[src/rtl/lvds_pkg.sv]
// Shared constants for the LVDS 7:1 transmitter link sequencer.
package lvds_pkg;

  localparam logic [2:0] ST_IDLE        = 3'd0;
  localparam logic [2:0] ST_PLL_RST     = 3'd1;
  localparam logic [2:0] ST_WAIT_LOCK   = 3'd2;
  localparam logic [2:0] ST_LOCK_STABLE = 3'd3;
  localparam logic [2:0] ST_SERDES_RST  = 3'd4;
  localparam logic [2:0] ST_CLK_TRAIN   = 3'd5;
  localparam logic [2:0] ST_RUN         = 3'd6;

  localparam logic [6:0] IDLE_WORD   = 7'b1100011;
  localparam logic [1:0] CLK_PATTERN = 2'b10;

  // A zero cycle count would make a state vanish; every state lasts at least one cycle.
  function automatic int unsigned min1(input int unsigned v);
    return (v == 0) ? 1 : v;
  endfunction

endpackage

[src/rtl/lvds_sync2.sv]
// Generic two-flop synchronizer with a configurable reset value.
module lvds_sync2 #(
  parameter logic RST_VAL = 1'b0
) (
  input  logic i_clk,
  input  logic i_rst_n,
  input  logic i_d,
  output logic o_q
);

  logic r_meta;
  logic r_sync;

  always_ff @(posedge i_clk or negedge i_rst_n) begin
    if (!i_rst_n) begin
      r_meta <= RST_VAL;
      r_sync <= RST_VAL;
    end else begin
      r_meta <= i_d;
      r_sync <= r_meta;
    end
  end

  assign o_q = r_sync;

endmodule

[src/rtl/lvds_tx_link_seq.sv]
// Start-up / lock-loss recovery sequencer for the dual-channel LVDS 7:1 transmitter.
// state        | meaning
// IDLE         | link disabled, PLL and serializers held in reset
// PLL_RST      | PLL reset pulse
// WAIT_LOCK    | PLL released, waiting for lock (timeout -> retry)
// LOCK_STABLE  | lock must stay high for the full stable window
// SERDES_RST   | lock trusted, serializers still held in reset
// CLK_TRAIN    | clock lane only, data lanes send the idle word
// RUN          | clock and data lanes active, link ready
module lvds_tx_link_seq
  import lvds_pkg::*;
#(
  parameter int unsigned LOCK_STABLE_CYC  = 1024,
  parameter int unsigned LOCK_TIMEOUT_CYC = 65535,
  parameter int unsigned PLL_RST_CYC      = 16,
  parameter int unsigned SERDES_RST_CYC   = 32,
  parameter int unsigned CLK_TRAIN_CYC    = 256
) (
  input  logic       I_clk,
  input  logic       I_rst_n,
  input  logic       I_enable,
  input  logic       I_pll_lock,
  output logic       O_pll_rst,
  output logic       O_serdes_rst,
  output logic       O_clk_lane_en,
  output logic       O_data_lane_en,
  output logic       O_link_ready,
  output logic [7:0] O_retry_cnt,
  output logic [2:0] O_state
);

  localparam int unsigned C_LS = min1(LOCK_STABLE_CYC);
  localparam int unsigned C_TO = min1(LOCK_TIMEOUT_CYC);
  localparam int unsigned C_PR = min1(PLL_RST_CYC);
  localparam int unsigned C_SR = min1(SERDES_RST_CYC);
  localparam int unsigned C_CT = min1(CLK_TRAIN_CYC);
  localparam int unsigned C_M1 = (C_LS > C_TO) ? C_LS : C_TO;
  localparam int unsigned C_M2 = (C_PR > C_SR) ? C_PR : C_SR;
  localparam int unsigned C_M3 = (C_M1 > C_M2) ? C_M1 : C_M2;
  localparam int unsigned C_MAX = (C_M3 > C_CT) ? C_M3 : C_CT;
  localparam int CW = $clog2(C_MAX) + 1;

  localparam logic [CW-1:0] LD_LS  = CW'(C_LS - 1);
  localparam logic [CW-1:0] LD_TO  = CW'(C_TO - 1);
  localparam logic [CW-1:0] LD_PR  = CW'(C_PR - 1);
  localparam logic [CW-1:0] LD_SR  = CW'(C_SR - 1);
  localparam logic [CW-1:0] LD_CT  = CW'(C_CT - 1);
  localparam logic [CW-1:0] CNT_ONE = CW'(1);

  logic          w_lock_s;
  logic [2:0]    w_nxt_state;
  logic [CW-1:0] w_load_val;
  logic          w_retry_inc;
  logic          w_cnt_zero;

  logic [2:0]    r_state;
  logic [CW-1:0] r_cnt;
  logic [7:0]    r_retry;
  logic          r_pll_rst;
  logic          r_serdes_rst;
  logic          r_clk_en;
  logic          r_data_en;
  logic          r_ready;

  lvds_sync2 #(.RST_VAL(1'b0)) u_lock_sync (
    .i_clk   (I_clk),
    .i_rst_n (I_rst_n),
    .i_d     (I_pll_lock),
    .o_q     (w_lock_s)
  );

  assign w_cnt_zero = (r_cnt == '0);

  // Disable beats lock loss, lock loss beats counter expiry.
  always_comb begin
    w_nxt_state = r_state;
    w_retry_inc = 1'b0;
    if (r_state != ST_IDLE && !I_enable) begin
      w_nxt_state = ST_IDLE;
    end else begin
      case (r_state)
        ST_IDLE:        if (I_enable) w_nxt_state = ST_PLL_RST;
        ST_PLL_RST:     if (w_cnt_zero) w_nxt_state = ST_WAIT_LOCK;
        ST_WAIT_LOCK: begin
          if (w_lock_s) begin
            w_nxt_state = ST_LOCK_STABLE;
          end else if (w_cnt_zero) begin
            w_nxt_state = ST_PLL_RST;
            w_retry_inc = 1'b1;
          end
        end
        ST_LOCK_STABLE: begin
          if (!w_lock_s) w_nxt_state = ST_WAIT_LOCK;
          else if (w_cnt_zero) w_nxt_state = ST_SERDES_RST;
        end
        ST_SERDES_RST, ST_CLK_TRAIN, ST_RUN: begin
          if (!w_lock_s) begin
            w_nxt_state = ST_PLL_RST;
            w_retry_inc = 1'b1;
          end else if (w_cnt_zero && r_state == ST_SERDES_RST) begin
            w_nxt_state = ST_CLK_TRAIN;
          end else if (w_cnt_zero && r_state == ST_CLK_TRAIN) begin
            w_nxt_state = ST_RUN;
          end
        end
        default:        w_nxt_state = ST_IDLE;
      endcase
    end
  end

  always_comb begin
    w_load_val = '0;
    case (w_nxt_state)
      ST_PLL_RST:     w_load_val = LD_PR;
      ST_WAIT_LOCK:   w_load_val = LD_TO;
      ST_LOCK_STABLE: w_load_val = LD_LS;
      ST_SERDES_RST:  w_load_val = LD_SR;
      ST_CLK_TRAIN:   w_load_val = LD_CT;
      default:        w_load_val = '0;
    endcase
  end

  // Outputs are decoded from the next state so they change together with r_state.
  always_ff @(posedge I_clk or negedge I_rst_n) begin
    if (!I_rst_n) begin
      r_state      <= ST_IDLE;
      r_cnt        <= '0;
      r_retry      <= 8'd0;
      r_pll_rst    <= 1'b1;
      r_serdes_rst <= 1'b1;
      r_clk_en     <= 1'b0;
      r_data_en    <= 1'b0;
      r_ready      <= 1'b0;
    end else begin
      r_state <= w_nxt_state;
      if (w_nxt_state != r_state) r_cnt <= w_load_val;
      else if (!w_cnt_zero)       r_cnt <= r_cnt - CNT_ONE;
      if (w_retry_inc && r_retry != 8'hFF) r_retry <= r_retry + 8'd1;
      r_pll_rst    <= (w_nxt_state == ST_IDLE) || (w_nxt_state == ST_PLL_RST);
      r_serdes_rst <= (w_nxt_state != ST_CLK_TRAIN) && (w_nxt_state != ST_RUN);
      r_clk_en     <= (w_nxt_state == ST_CLK_TRAIN) || (w_nxt_state == ST_RUN);
      r_data_en    <= (w_nxt_state == ST_RUN);
      r_ready      <= (w_nxt_state == ST_RUN);
    end
  end

  assign O_pll_rst      = r_pll_rst;
  assign O_serdes_rst   = r_serdes_rst;
  assign O_clk_lane_en  = r_clk_en;
  assign O_data_lane_en = r_data_en;
  assign O_link_ready   = r_ready;
  assign O_retry_cnt    = r_retry;
  assign O_state        = r_state;

endmodule

[config.mk]
export PLATFORM = sky130hd
export DESIGN_NAME = lvds_tx_link_seq
export DESIGN_NICKNAME = d
export VERILOG_FILES = /design/src/rtl/lvds_pkg.sv /design/src/rtl/lvds_sync2.sv /design/src/rtl/lvds_tx_link_seq.sv
export SDC_FILE = /design/constraint.sdc
export NUM_CORES = 1
export LEC_CHECK = 0
export BUFFER_PORTS_ARGS = -buffer_cell sky130_fd_sc_hd__buf_2
export CAP_MARGIN = 20
export CORE_MARGIN = 2
export CORE_UTILIZATION = 40
export CTS_CLUSTER_SIZE = 10
export DETAILED_ROUTE_END_ITERATION = 16
export GPL_ROUTABILITY_DRIVEN = 0
export PLACE_DENSITY = 0.68
export SLEW_MARGIN = 20
export SYNTH_ARGS = -nofsm -noshare
export SYNTH_HDL_FRONTEND = slang
export SYNTH_SLANG_ARGS = --single-unit
[constraint.sdc]
create_clock -name I_clk -period 3.94 [get_ports I_clk]
set_clock_uncertainty 0.15 [all_clocks]
set_input_delay 0.197 -clock I_clk [delete_from_list [all_inputs] [get_ports I_clk]]
set_output_delay 0.197 -clock I_clk [all_outputs]
set_load 0.01 [all_outputs]
==> results of run 1 <==
[flip-flops by register name (all words and copies together) (netlist names)]
register            count
u_lock_sync.r_meta      1
u_lock_sync.o_q         1
r_cnt                  17
O_serdes_rst            1
O_state                 3
O_clk_lane_en           1
O_pll_rst               1
O_link_ready            1
O_retry_cnt             8
[final cells by class]
cell class                      count  area, µm²  area share
Timing Repair Buffer               21        115      0.0504
Multi-Input combinational cell    164       1110       0.486
Clock buffer                        7       76.3      0.0334
Tap cell                           70       87.6      0.0383
Inverter                           11       41.3      0.0181
Sequential cell                    34        853       0.373
[worst register-to-register path: cells and delay by family (launching register included)]
kind	cells	cell delay [ns]
AOI/OAI and AO/OA	3	0.52
adders and majority gates	2	0.41
and+or+nand+nor	3	1.00
DFF	1	0.42
buffers and inverters	2	0.19
muxes	1	0.33
[metal layers]
metal,vias to the layer above,share of wire,track usage
li1,808,-,-
met1,790,0.45,0.208
met2,32,0.50,0.282
met3,7,0.034,0.0384
met4,0,0.015,0.0702
met5,-,0,0
[path summary, 6_finish.rpt]
| check | startpoint | endpoint | slack, ns |
|---|---|---|---|
| worst max-delay path | r_cnt[0] | r_cnt[3] | 0.83 |
| worst min-delay path | I_enable | O_state[0] | 0.15 |
| worst max register to register | r_cnt[0] | r_cnt[3] | 0.83 |
| worst min register to register | u_lock_sync.r_meta | u_lock_sync.o_q | 0.20 |
| max in group asynchronous | I_rst_n | O_retry_cnt[4] | 2.80 |
| min in group asynchronous | I_rst_n | r_cnt[14] | 0.36 |
[what timing repair did]
item                       in CTS  in global routing
gates resized for setup         0                  0
hold endpoints to repair       33                  0
hold buffers                    2                  0
setup endpoints to repair       0                  0
[cell usage after synthesis (all sizes together), types with 3 or more instances]
master | number | area (µm²)
nor2 | 10 | 37.5
dfrtp | 32 | 801
buf | 4 | 22.5
o31ai | 3 | 22.5
nand4 | 3 | 18.8
and2 | 4 | 25.0
inv | 11 | 41.3
o21ai | 24 | 120
nand2 | 24 | 97.6
xnor2 | 10 | 87.6
or3 | 3 | 18.8
and3 | 3 | 18.8
nor3 | 5 | 25.0
ha | 5 | 62.6
nand3 | 14 | 80.1
xor2 | 12 | 105
mux2 | 4 | 48.8
clkbuf | 5 | 18.8
nor4 | 8 | 80.1
a21oi | 9 | 48.8
[per-stage QoR]
step | instance area [µm²] | util | hold WS (ns) | power, mW
2_1_floorplan | 2050 | - | -0.249 | 1.15
6_report | 2280 | 0.456 | 0.147 | 1.55
3_5_place_dp | 2190 | 0.437 | 0.158 | 1.31
3_3_place_gp | 2190 | 0.437 | 0.155 | 1.30
4_1_cts | 2280 | 0.456 | 0.137 | 1.56
5_1_grt | 2280 | 0.456 | 0.180 | 1.68
[report_power, final]
part / internal (mW) / leakage, nW / switching, mW / total (mW)
logic: 0.307 / 0.569 / 0.419 / 0.726
clock network: 0.122 / 0.0383 / 0.122 / 0.244
registers: 0.443 / 0.450 / 0.139 / 0.581
[kinds of logic (layout without fill, tap and decap cells)]
kind of cell	after synthesis	after routing
AND/OR/NAND/NOR	84	84
flip-flops	34	34
multiplexers	6	6
buffers and inverters	20	39
XOR/XNOR	22	22
AO/OA/AOI/OAI	47	47
adder cells (fa/ha/maj)	5	5
==> out/metrics.csv, run 1 <==
stage,metric,value,unit
logic_synthesis,avgSynthCellArea,9.39,µm²
clock_tree,clk_pin_slew_worst_paths,0.07,ns
clock_tree,cts_root_buf,clkbuf_8,
place,port_buffers,19,
clock_tree,cts_sinks,34,
layout,fillers,506,
layout,layout_common_cells,"dfrtp_1 (32), nand2_1 (23), buf_2 (19), o21ai_0 (18)",
die,rows,26,
global_routing,grt_max_degree,35,
worst_setup_path,crit_family,simple AND/OR/NAND/NOR gates,
global_routing,antenna_found_initial,0,
logic_synthesis,yosysSeqAreaShare,0.417,
worst_setup_path,cpPeakStageDelay,0.55,ns
logic_synthesis,synth_mux_area_frac,0.0336,
worst_setup_path,cpMaxStageDelayCell,and4_1,
worst_setup_path,cp.depth,11,
clock_tree,cts_tree,done,
logic_synthesis,ys_ff_latch,34,
die,chipWidth,75.5,µm
die,io_pins,20,
die,core,5010,µm²
logic_synthesis,synth_xor_area_frac,0.0941,
sta,setup_violations,0,
power_and_ir_drop,vdd_drop_max,0.234,mV
logic_synthesis,ys_types,47,
logic_synthesis,synthAdderAreaFrac,0.0306,
logic_synthesis,synth_ff_type,dfrtp_1,
route,drt_iter0_markers,58,
run_status,status,finished clean,
worst_setup_path,path_cells,inv_1 -> ha_1 -> nor4b_1 -> and4_1 -> o21ai_0 -> a2bb2oi_1 -> nand2b_1 -> ha_1 -> inv_1 -> o221ai_1 -> mux2_1,
logic_synthesis,synth_compound_area_frac,0.151,
global_routing,grt_pass1_wl,7140,µm
sta,tightest_slew,0.750,ns
route,drc,0,
sta,fmax,321,MHz
route,wire_per_inst,13.5,µm
logic_synthesis,yosys.area_share.simple,0.233,
clock_tree,cts_max_level,2,
sta,post-route-period-util,0.791,
power_and_ir_drop,pwr_density_cell,679,nW/µm²
sta,final-hold-violation-count,0,
worst_setup_path,path_max_fanout,11,
route,vias,1637,
logic_synthesis,synth-edff-count,0,
route,viasPerCell,5.33,
layout,syn2layout_area_growth,11.6,%
place,dp.final_hpwl,2990,µm
layout,fin_nets,246,
global_routing,grt_overflow_total,0,
layout,drive_above_1_share,0.160,
hold_path,hold_depth,3,
logic_synthesis,syn_nets,227,
logic_synthesis,synth_top_family_by_area,simple AND/OR/NAND/NOR gates,
clock_tree,clk_latency,0.29,ns
worst_setup_path,crit_buf_inv,2,
worst_setup_path,path_class,reg2reg,
power_and_ir_drop,leakage,1.06,nW
global_routing,grt_pass1_vias,1575,
logic_synthesis,syn-instance-count,218,
layout,mostFrequentLayoutCell,dfrtp_1,
layout,final_cells,307,
die,start_util,0.409,
worst_setup_path,cp-end-kind,flip-flop,
worst_setup_path,startpoint_type,flip-flop,
job,maxCapViolCount,0,
logic_synthesis,async_flop_share,1.00,
sta,slew_viol_final,0,
sta,timing.setup.tns,0,ns
route,postRouteAntennaNets,0,
sta,slew_headroom,0.500,
clock_tree,postCtsSetupBuffers,0,
global_routing,grt_usage,0.168,
route,drtPass1Iterations,4,
die,fp.dieH,75.5,µm
hold_path,min_path_type,in2reg,
place,dp.cells,298,
sta,setup_ws,0.825,ns
worst_setup_path,critical_path_required,3.97,ns
clock_tree,cts_buffers,5,
clock_tree,clockBufferDepth,2,
route,drt_wl_total,4150,µm
layout,diodes,0,
sta,min_period,3.11,ns
worst_setup_path,worstPathArrival,3.14,ns
die,die_area,5710,µm²
logic_synthesis,yosysWarnings,0,
sta,grt_setup_unrepaired,false,
place,post-place-ws,0.875,ns
logic_synthesis,synth_area,2050,µm²
worst_setup_path,reg2reg_depth,11,
Power figures use the tool's default switching activity.
==> inputs of run 2 (changes only) <==
clock period = 3.2 ns   (was 3.94 ns; I/O delays follow)
==> out/metrics.csv, run 2 (synthesized netlist as in run 1, its figures left out) <==
stage,metric,value,unit
worst_setup_path,cpMaxStageDelayCell,dfrtp_1,
clock_tree,cts_sinks,34,
clock_tree,postCtsSetupBuffers,0,
route,drt_wl_total,4410,µm
layout,regMostFlops,r_cnt,
clock_tree,clk_latency,0.30,ns
layout,drive_above_1_share,0.183,
sta,final-hold-violation-count,0,
power_and_ir_drop,vdd_drop_max,0.304,mV
sta,min_period,2.90,ns
die,start_util,0.409,
sta,grt_setup_unrepaired,false,
die,chipWidth,75.5,µm
route,drtPass1Iterations,4,
sta,setup_ws,0.299,ns
hold_path,holdPathEnd,O_state[0],
layout,fin_nets,249,
global_routing,grt_overflow_total,0,
worst_setup_path,worstPathArrival,2.93,ns
route,wire_per_inst,14.2,µm
global_routing,grt_pass1_wl,7610,µm
sta,setup_violations,0,
worst_setup_path,cp-end-kind,flip-flop,
global_routing,grt_max_degree,35,
die,die_area,5710,µm²
die,core,5010,µm²
place,port_buffers,19,
sta,fmax,345,MHz
worst_setup_path,worstReg2RegEnd,r_cnt[2],
sta,post-route-period-util,0.907,
layout,final_util,0.464,
worst_setup_path,reg2reg_slack,0.30,ns
layout,layout_common_cells,"dfrtp_1 (32), nand2_1 (23), buf_2 (19), o21ai_0 (18)",
hold_path,min_from,I_enable,
clock_tree,clk_pin_slew_worst_paths,0.07,ns
worst_setup_path,critPathLaunch,r_cnt[0],
route,drc,0,
die,fp.dieH,75.5,µm
sta,slew_headroom,0.501,
layout,largest_register_ffs,17,
worst_setup_path,crit_family,simple AND/OR/NAND/NOR gates,
run_status,status,finished clean,
layout,syn2layout_area_growth,13.6,%
sta,slew_viol_final,0,
worst_setup_path,path_cells,inv_1 -> ha_1 -> nor4b_1 -> nand2_1 -> nor2_2 -> o21ai_0 -> a2bb2oi_1 -> nand2b_1 -> ha_1 -> inv_1 -> o221ai_1 -> mux2_1,
clock_tree,cts_buffers,5,
job,maxCapViolCount,0,
clock_tree,clockBufferDepth,2,
power_and_ir_drop,leakage,1.08,nW
layout,mostFrequentLayoutCell,dfrtp_1,
clock_tree,cts_max_level,2,
global_routing,grt_usage,0.179,
sta,timing.setup.tns,0,ns
worst_setup_path,reg2reg_from,r_cnt[0],
route,postRouteAntennaNets,0,
route,drt_iter0_markers,88,
worst_setup_path,path_max_fanout,4,
hold_path,min_path_type,in2reg,
route,vias,1620,
clock_tree,cts_tree,done,
layout,diodes,0,
worst_setup_path,crit_buf_inv,2,
worst_setup_path,critical_path_required,3.23,ns
worst_setup_path,reg2reg_depth,12,
place,post-place-ws,0.290,ns
route,viasPerCell,5.21,
global_routing,grt_pass1_vias,1571,
worst_setup_path,path_class,reg2reg,
hold_path,hold_depth,3,
die,rows,26,
worst_setup_path,cpPeakStageDelay,0.41,ns
sta,tightest_slew,0.749,ns
die,io_pins,20,
clock_tree,cts_root_buf,clkbuf_8,
power_and_ir_drop,pwr_density_cell,851,nW/µm²
place,dp.final_hpwl,3230,µm
global_routing,antenna_found_initial,0,
worst_setup_path,startpoint_type,flip-flop,
## run 2: per-layer routing
layer / global-route usage / wire (µm) / vias to the layer above
met5: 0 / 0 / -
met1: 0.230 / 2050 / 770
met2: 0.297 / 2160 / 33
li1: - / - / 815
met3: 0.0384 / 175 / 2
met4: 0.0702 / 29 / 0
## run 2: stage by stage
step / cells / power (mW) / area (µm²) / hold WS (ns)
finish: 311 / 1.98 / 2320 / 0.106
global route: 311 / 2.16 / 2320 / 0.146
floorplan: 218 / 1.41 / 2050 / -0.286
detailed placement: 301 / 1.64 / 2210 / 0.120
global placement: 301 / 1.63 / 2210 / 0.118
CTS: 311 / 1.98 / 2320 / 0.102
## run 2: timing repair
| action | in CTS | in global routing |
|---|---|---|
| resized for setup | 0 | 1 |
| endpoints found under the setup margin | 0 | 9 |
| hold buffers | 2 | 0 |
| endpoints found under the hold margin | 33 | 0 |
## run 2: final cells by class
class / count / area, µm²
timing repair buffer: 24 / 138
fill: 517 / 2690
sequential: 34 / 853
clock buffer: 7 / 86.3
tap: 70 / 87.6
inverter: 11 / 41.3
multi-input combinational: 164 / 1110
clock inverter: 1 / 5.00
## run 2: how the worst max path moves through the flow
stage | cells after the start | slack [ns] | to
4_1_cts | 12 | 0.27 | r_cnt[2]
2_1_floorplan | 12 | 0.52 | r_cnt[2]
5_1_grt | 13 | 0.001 | r_cnt[1]
6_report | 12 | 0.30 | r_cnt[2]
3_5_place_dp | 10 | 0.29 | r_cnt[2]
3_3_place_gp | 10 | 0.28 | r_cnt[2]
## run 2: where the power goes
group	switching [mW]	total (mW)	internal [mW]
clock	0.159	0.332	0.173
sequential	0.171	0.716	0.545
combinational	0.538	0.930	0.391
total	0.867	1.98	1.11
## run 2: worst min-delay path: cells and delay by family
kind	cells	cell delay, ns
buffers and inverters	1	0.19
AOI/OAI and AO/OA	2	0.15
==> inputs of run 3 (changes only) <==
CTS_BUF_LIST = sky130_fd_sc_hd__clkbuf_8   (was default)
==> out/metrics.csv, run 3 (synthesized netlist as in run 1, its figures left out) <==
stage,metric,value,unit
run_status,status,finished clean,
worst_setup_path,critical_path_required,3.23,ns
global_routing,grt_usage,0.179,
power_and_ir_drop,pwr_density_cell,849,nW/µm²
hold_path,hold_depth,3,
worst_setup_path,worstReg2RegEnd,r_cnt[2],
global_routing,grt_max_degree,35,
layout,syn2layout_area_growth,13.6,%
worst_setup_path,cpPeakStageDelay,0.41,ns
sta,grt_setup_unrepaired,false,
hold_path,min_from,I_enable,
sta,post-route-period-util,0.902,
die,fp.dieH,75.5,µm
clock_tree,cts_tree,done,
die,chipWidth,75.5,µm
clock_tree,cts_buffers,5,
layout,drive_above_1_share,0.183,
global_routing,antenna_found_initial,0,
layout,layout_common_cells,"dfrtp_1 (32), nand2_1 (23), buf_2 (19), o21ai_0 (18)",
hold_path,holdPathEnd,O_state[0],
clock_tree,clk_pin_slew_worst_paths,0.07,ns
worst_setup_path,reg2reg_slack,0.31,ns
sta,slew_viol_final,0,
clock_tree,cts_root_buf,clkbuf_8,
sta,setup_ws,0.314,ns
layout,fillers,517,
layout,regMostFlops,r_cnt,
power_and_ir_drop,vdd_drop_max,0.304,mV
layout,largest_register_ffs,17,
layout,final_util,0.464,
layout,fin_nets,249,
place,dp.cells,301,
worst_setup_path,crit_buf_inv,2,
route,drc,0,
global_routing,grt_pass1_wl,7610,µm
global_routing,grt_use_met2,0.297,
power_and_ir_drop,leakage,1.09,nW
worst_setup_path,critPathLaunch,r_cnt[0],
sta,min_period,2.89,ns
clock_tree,clockBufferDepth,2,
place,post-place-ws,0.290,ns
route,drt_wl_total,4410,µm
layout,final_area,2320,µm²
job,maxCapViolCount,0,
place,port_buffers,19,
clock_tree,cts_sinks,34,
power_and_ir_drop,power.total,1.97,mW
route,wire_per_inst,14.2,µm
worst_setup_path,cp.depth,12,
global_routing,use_met1,0.230,
sta,setup_violations,0,
die,start_util,0.409,
sta,tightest_slew,0.749,ns
global_routing,grt_overflow_total,0,
worst_setup_path,reg2reg_from,r_cnt[0],
clock_tree,cts_max_level,2,
place,postPlaceCellArea,2210,µm²
worst_setup_path,cp-end-kind,flip-flop,
worst_setup_path,path_class,reg2reg,
sta,fmax,347,MHz
route,drtPass1Iterations,4,
die,rows,26,
global_routing,grtUsageMet3,0.0384,
sta,hold_slack,0.105,ns
sta,timing.setup.tns,0,ns
layout,multiInputGateArea,1110,µm²
die,core,5010,µm²
hold_path,min_path_type,in2reg,
worst_setup_path,path_cells,inv_1 -> ha_1 -> nor4b_1 -> nand2_1 -> nor2_2 -> o21ai_0 -> a2bb2oi_1 -> nand2b_1 -> ha_1 -> inv_1 -> o221ai_1 -> mux2_1,
layout,mostFrequentLayoutCell,dfrtp_1,
route,vias,1621,
route,drt_iter0_markers,87,
clock_tree,clk_latency,0.30,ns
global_routing,grt_pass1_vias,1571,
place,dp.final_hpwl,3230,µm
worst_setup_path,path_max_fanout,4,
route,viasPerCell,5.21,
layout,diodes,0,
worst_setup_path,worstPathArrival,2.92,ns
die,io_pins,20,
global_routing,grt.busiest_layer,met2,
worst_setup_path,startpoint_type,flip-flop,
layout,final_cells,311,
sta,final-hold-violation-count,0,
die,die_area,5710,µm²
route,postRouteAntennaNets,0,
sta,slew_headroom,0.501,
worst_setup_path,reg2reg_depth,12,
layout,seq_area,853,µm²
worst_setup_path,crit_family,simple AND/OR/NAND/NOR gates,
worst_setup_path,cpMaxStageDelayCell,dfrtp_1,
run 3: cell count changes in the layout (fill, tap and decap cells not counted), sizes merged:
cell / before / now
clkbuf: 7 / 6
inv: 11 / 12
run 3: what timing repair did:
| item | CTS | global route |
|---|---|---|
| hold endpoints to repair | 33 | 0 |
| setup endpoints to repair | 0 | 9 |
| resized for setup | 0 | 1 |
| setup buffers | 0 | 0 |
| hold buffers | 2 | 0 |
run 3: worst max path at each step:
stage | to
detailed placement | r_cnt[2]
CTS | r_cnt[2]
finish | r_cnt[2]
floorplan | r_cnt[2]
global placement | r_cnt[2]
global route | r_cnt[1]
run 3: tightest hold or removal path, stage by stage:
cell and delay [ns]:
buf_2 0.19, o21ai_0 0.10, a211oi_1 0.05
run 3: layout make-up:
type,instances,share of cell area
repair buffers,24,0.0592
inverters,11,0.0178
flip-flops and latches,34,0.367
multi-input cells,164,0.479
clock buffers,6,0.0355
well taps,70,0.0377
clock inverters,2,0.00377
run 3: power by group:
group          switching (mW)  internal [mW]  total, mW
registers               0.170          0.545      0.715
clock network           0.159          0.170      0.329
logic                   0.537          0.391      0.928
total                   0.866           1.11       1.97
run 3: per-layer routing:
layer / part of all wire / up-vias
met3: 0.042 / 2
met4: 0.0066 / 0
met1: 0.46 / 766
met5: 0 / -
met2: 0.49 / 38
li1: - / 815
